[src/rtl/sync_align.sv]
// Per-channel sync delay line with blanking during delay changes, polarity
// control, rising-edge detection and an H-per-V line counter.
module sync_align #(
    parameter int CH    = 2,
    parameter int DEPTH = 32,
    parameter int DW    = $clog2(DEPTH),
    parameter int LW    = 12
) (
    input  logic             CLK,
    input  logic             RST,
    input  logic [CH-1:0]    SYNC_IN,
    input  logic [CH*DW-1:0] DELAY,
    input  logic [CH-1:0]    POL_INV,
    output logic [CH-1:0]    SYNC_OUT,
    output logic [CH-1:0]    VALID,
    output logic [CH-1:0]    RISE_OUT,
    output logic [LW-1:0]    LINE_CNT,
    output logic [LW-1:0]    LINE_CNT_LAST
);

    typedef enum logic {FILL, RUN} state_t;

    localparam logic [DW:0]   CNT_ONE = 1;
    localparam logic [LW-1:0] LC_ONE  = 1;

    function automatic logic [LW-1:0] sat_inc(input logic [LW-1:0] v);
        return (v == '1) ? v : v + LC_ONE;
    endfunction

    for (genvar i = 0; i < CH; i++) begin : g_ch
        logic [DEPTH-1:0] sr_p0;
        logic [DW-1:0]    dly_q;
        logic [DW-1:0]    dly_live;
        state_t           state_q, state_d;
        logic [DW:0]      cnt_q, cnt_d;
        logic             chg;
        logic             sample;
        logic             sample_p1;
        logic             run;
        logic             run_p1;

        assign dly_live = DELAY[i*DW +: DW];
        assign chg      = (dly_live != dly_q);
        assign sample   = sr_p0[dly_q];
        assign run      = (state_q == RUN);

        always_ff @(posedge CLK or posedge RST) begin
            if (RST) begin
                sr_p0     <= '0;
                dly_q     <= '0;
                state_q   <= FILL;
                cnt_q     <= '0;
                sample_p1 <= 1'b0;
                run_p1    <= 1'b0;
            end else begin
                sr_p0     <= {sr_p0[DEPTH-2:0], SYNC_IN[i]};
                dly_q     <= dly_live;
                state_q   <= state_d;
                cnt_q     <= cnt_d;
                sample_p1 <= sample;
                run_p1    <= run;
            end
        end

        // A zero count in FILL only exists right after reset; it stands for
        // a count of DELAY+1 taken from the live field in that first cycle.
        always_comb begin
            state_d = state_q;
            cnt_d   = cnt_q;
            if (state_q == FILL && cnt_q == '0) begin
                if (dly_live == '0) begin
                    state_d = RUN;
                    cnt_d   = CNT_ONE;
                end else begin
                    cnt_d = {1'b0, dly_live};
                end
            end else if (chg) begin
                state_d = FILL;
                cnt_d   = {1'b0, dly_live} + CNT_ONE;
            end else if (state_q == FILL) begin
                if (cnt_q == CNT_ONE) begin
                    state_d = RUN;
                end else begin
                    cnt_d = cnt_q - CNT_ONE;
                end
            end
        end

        assign VALID[i]    = run;
        assign SYNC_OUT[i] = (run & sample) ^ POL_INV[i];
        assign RISE_OUT[i] = run & run_p1 & sample & ~sample_p1;
    end

    // Line counter: H edges counted between V edges, frozen while either is blanked
    always_ff @(posedge CLK or posedge RST) begin
        if (RST) begin
            LINE_CNT      <= '0;
            LINE_CNT_LAST <= '0;
        end else if (VALID[0] && VALID[1]) begin
            if (RISE_OUT[1]) begin
                LINE_CNT_LAST <= LINE_CNT;
                LINE_CNT      <= RISE_OUT[0] ? LC_ONE : '0;
            end else if (RISE_OUT[0]) begin
                LINE_CNT <= sat_inc(LINE_CNT);
            end
        end
    end

endmodule

[config.mk]
export PLATFORM = sky130hd
export DESIGN_NAME = sync_align
export DESIGN_NICKNAME = d
export VERILOG_FILES = /design/src/rtl/sync_align.sv
export SDC_FILE = /design/constraint.sdc
export NUM_CORES = 1
export LEC_CHECK = 0
export ABC_AREA = 1
export CORE_MARGIN = 3
export CORE_UTILIZATION = 50
export DETAILED_ROUTE_END_ITERATION = 8
export MAX_ROUTING_LAYER = met4
export PLACE_DENSITY = 0.73
export SETUP_SLACK_MARGIN = 0.4
export SLEW_MARGIN = 20
export SYNTH_ARGS = -nofsm -noshare
export SYNTH_HDL_FRONTEND = slang
export SYNTH_SLANG_ARGS = --single-unit
[constraint.sdc]
create_clock -name CLK -period 3.8 [get_ports CLK]
set_input_delay 0.57 -clock CLK [delete_from_list [all_inputs] [get_ports CLK]]
set_output_delay 0.57 -clock CLK [all_outputs]
set_load 0.02 [all_outputs]
==> metrics list <==
- Net switching is 22.9% of the power.
* Wire length of the first global-routing pass: 19200 um
- Summed over all instances, the cell type with the most area after synthesis is sky130_fd_sc_hd__dfrtp_1.
- Dividing the detail-routed via count by the number of cells gives 5.17.
- For this block, the initial DRC count from the detailed router was 274.
- Pin placement for this block handled 46 I/O pins.
* Clock sink count: 116
- TritonCTS clock tree: yes
- Crit path launch type: flop
- Worst endpoint required time: roughly 3200 ps
- The floorplan step defined a core boundary enclosing 10400 um2.
- Overall routed net length: between 10000 and 15000 um
- The number of nets handed over by synthesis was 604.
* Leading post-synthesis cells by cell area: sky130_fd_sc_hd__dfrtp_1, sky130_fd_sc_hd__nand2_1, sky130_fd_sc_hd__nand3_1, sky130_fd_sc_hd__inv_1, sky130_fd_sc_hd__xor2_1
- The count of nets left with antenna violations once routing finished came out at 0.
* Buffer levels on the longest clock path: 2
* Highest clock rate: around 310 MHz
- Global placement routability congestion: approximately 0.91
- In the synthesized netlist the async set-or-reset flop fraction comes to 100%.
- Of the total power, combinational logic draws 7.2%.
- The first TritonRoute pass finished after 5 iterations.
- In the synthesized netlist, the number of instances is 577.
- The number of global-route vias before repair came to 4133.
- Dividing the synthesized area by the synthesized cell count gives a little over 9 um2.
* Count of flip-flops with a built-in enable after synthesis: 0
- Post-DP HPWL: ~7500 um
* Net switching power: 738 uW
- Cell internal power was estimated by the tool at ~2.5 mW.
- Entering global routing, the biggest net connects 79 pins.
- Worst min-delay path class: reg2reg
- CTS Hold Buffers Added: 0
* CTS clk-pin slew, worst paths: 50 ps
- Adding up every negative setup slack in the final design gives 0 ps.
- Setup violations remaining at the end of the flow were counted as 0.
* Insertion delay of the later-clocked pin in the worst-skew pair: about 510 ps
* Depth of the CTS H-tree: 4
* Final #Nets: around 650
* Number of warning messages in the yosys log: 0
- Global routing finished with a remaining overflow of 0.
* Arrival time worst endpoint: between 2000 and 3000 ps
- The clock arrives with 10.2 ps of skew.
- Worst slack at placement: between 800 and 900 ps
* Synth top area share: a little over half
- Layout-stage area growth over the synthesis result: 21.0%
* Placement Rows: 37
- Fraction of final layout cells with drive strength greater than 1: between 10% and 20%
- Most repeated cell in the gate-level netlist after synthesis: sky130_fd_sc_hd__nand2_1
- After layout, the worst setup slack is roughly 610 ps.
* Final period util: 84.0%
- Share of power burned in registers: 41.9%
- Category of the most critical setup path: reg2out
* Count of vias placed by the detailed router: about 4000
- In this run the tightest slew margin relative to its limit is 44.8%.
- Library cells used by synthesis: 36
* Number of antenna violations at the first check in global routing: 0
* Clock buffer count from CTS: 17
- Initial standard-cell utilization of the core: 51.5%
- STA classifies the critical path endpoint as an output port.
- The total count of hold-check failures in the final report is 0.
- The share of total power dissipated in the clock network is 50.9%.
- After detailed placement, the design holds a cell count of 743.
- Clock period minus worst slack: 3190 ps
- Number of DRC violations after detailed routing: 0
- Global routing consumed, over all layers together, a little over a fifth of the routing resources.
* Leakage: 3.06 nW
* Final number of max-transition violations: 0
- RSZ-0062 raised after global routing: true
- Power density over the cells: between 400 and 500 nW/um2
- Area enclosed by the die boundary: 11900 um2
- The number of antenna diodes in the final layout is 0.
- Number of setup buffers added after CTS: 0
- CP max FO: 18
- Total Power Consumption: 3.22 mW
- The die is 109 um tall.
- Cell area after synthesis: 5340 um2
- Synth Register Bits: roughly 120
- The floorplan step set the die width to 109 um.
* Top FF cell, synth: sky130_fd_sc_hd__dfrtp_1
- At the pin with the least slew margin, the transition time is roughly 830 ps.
- The cell sitting at the root of the clock tree is a sky130_fd_sc_hd__clkbuf_8.
- Peak VDD IR: 0.000358 V
* Average wire length per cell after detail routing: 14.2 um
* Maximum Capacitance Violations: 0
- Run status: finished, final reports clean
* Synth cell count leaders: sky130_fd_sc_hd__nand2_1, sky130_fd_sc_hd__dfrtp_1, sky130_fd_sc_hd__nand3_1
- Excluding fillers, the count of instances in the completed layout stands at 775.
- Sequential cells were found to cover 54.4% of the synthesized design area.
- In this run the tool buffered the top-level ports with 45 buffer cells.
cell families (layout without fill, tap and decap cells):
group / count (synthesis) / count (layout) / synth area share (%)
xor+xnor: 30 / 30 / 4.92
flops: 116 / 116 / 54.4
mux: 1 / 1 / 0.188
buf+inv: 73 / 135 / 7.13
fa+ha+maj: 11 / 11 / 2.58
simple gates: 296 / 296 / 25.0
compound gates: 50 / 50 / 5.82
metal layers:
metal	track usage [%]	wire length [um]
met5	-	0
met4	7.48	106
met3	5.11	488
met2	33.3	5520
met1	27.2	4880
timing repair:
item / in CTS / in global routing
endpoints found under the setup margin: 4 / 4
hold endpoints to repair: 0 / 0
gates resized for setup: 2 / 6
area by class of cell:
cell class	instances	area, um2
Clock buffer	20	445
Sequential cell	116	2910
Tap cell	136	170
Clock inverter	12	179
Fill cell	839	3910
Multi-Input combinational cell	388	2050
Inverter	57	228
Timing Repair Buffer	46	475
sequential cells by signal, summed over array words and instances (netlist names):
signal	flops
g_ch.cnt_q	12
LINE_CNT_LAST	12
g_ch.dly_q	10
LINE_CNT	12
g_ch.run	2
g_ch.sr_p0	64
g_ch.run_p1	2
g_ch.sample_p1	2
power by group through the flow:
| stage | logic, mW | registers, mW | clock network, mW |
|---|---|---|---|
| 3_5_place_dp | 0.232 | 1.37 | 0 |
| 6_report | 0.232 | 1.35 | 1.64 |
| 2_1_floorplan | 0.182 | 1.35 | 0 |
| 4_1_cts | 0.234 | 1.35 | 1.67 |
| 3_3_place_gp | 0.225 | 1.37 | 0 |
| 5_1_grt | 0.266 | 1.36 | 1.73 |
placed cells by master (no fill, tap or decap), drive strengths merged:
cell type and count:
nor2 35, bufinv 4, clkinvlp 4, nand3 78, mux2i 1, or2 1, nor4 1, buf 1
inv 56, nand4 5, dfrtp 116, dlymetal6s2s 2, nand2 168, o221ai 3, a21oi 12, xor2 21
o21ai 28, o211ai 2, clkdlybuf4s50 43, nor3 8, a41oi 3, a31oi 2, clkinv 5, xnor2 9
ha 11, clkbuf 20
final timing paths:
path / start / endpoint / slack (ps) / cells after the start
setup / recovery: g_ch[0].dly_q[0]$_DFF_PP0_ / RISE_OUT[0] / 610 / 10
hold / removal: g_ch[1].sr_p0[28]$_DFF_PP0_ / g_ch[1].sr_p0[29]$_DFF_PP0_ / 370 / 0
setup reg to reg: g_ch[1].dly_q[0]$_DFF_PP0_ / LINE_CNT[2]$_DFFE_PP0P_ / 1570 / 13
hold reg to reg: g_ch[1].sr_p0[28]$_DFF_PP0_ / g_ch[1].sr_p0[29]$_DFF_PP0_ / 370 / 0
max in group asynchronous: RST / g_ch[0].dly_q[1]$_DFF_PP0_ / 2390 / 3
min in group asynchronous: RST / g_ch[1].sr_p0[0]$_DFF_PP0_ / 560 / 2
metrics by stage:
step                      util [%]  hold slack [ps]  instance area [um2]
after global routing          62.3              388                 6460
after CTS                     62.2              372                 6450
final                         62.3              373                 6460
after floorplan                  -              354                 5340
after global placement        56.1              356                 5820
after detailed placement      56.1              360                 5820
critical path, stage by stage (launching register included):
cell                              delay (ps)
sky130_fd_sc_hd__dfrtp_2                 530
sky130_fd_sc_hd__inv_4                   190
sky130_fd_sc_hd__nand2_1                  90
sky130_fd_sc_hd__nand3_1                  80
sky130_fd_sc_hd__nand3_1                  80
sky130_fd_sc_hd__nand2_1                  80
sky130_fd_sc_hd__nand2_1                  60
sky130_fd_sc_hd__nand3_1                  70
sky130_fd_sc_hd__nand3_1                 110
sky130_fd_sc_hd__nor2_1                  190
sky130_fd_sc_hd__clkdlybuf4s50_1         640
(Power assumes the default switching activity.)
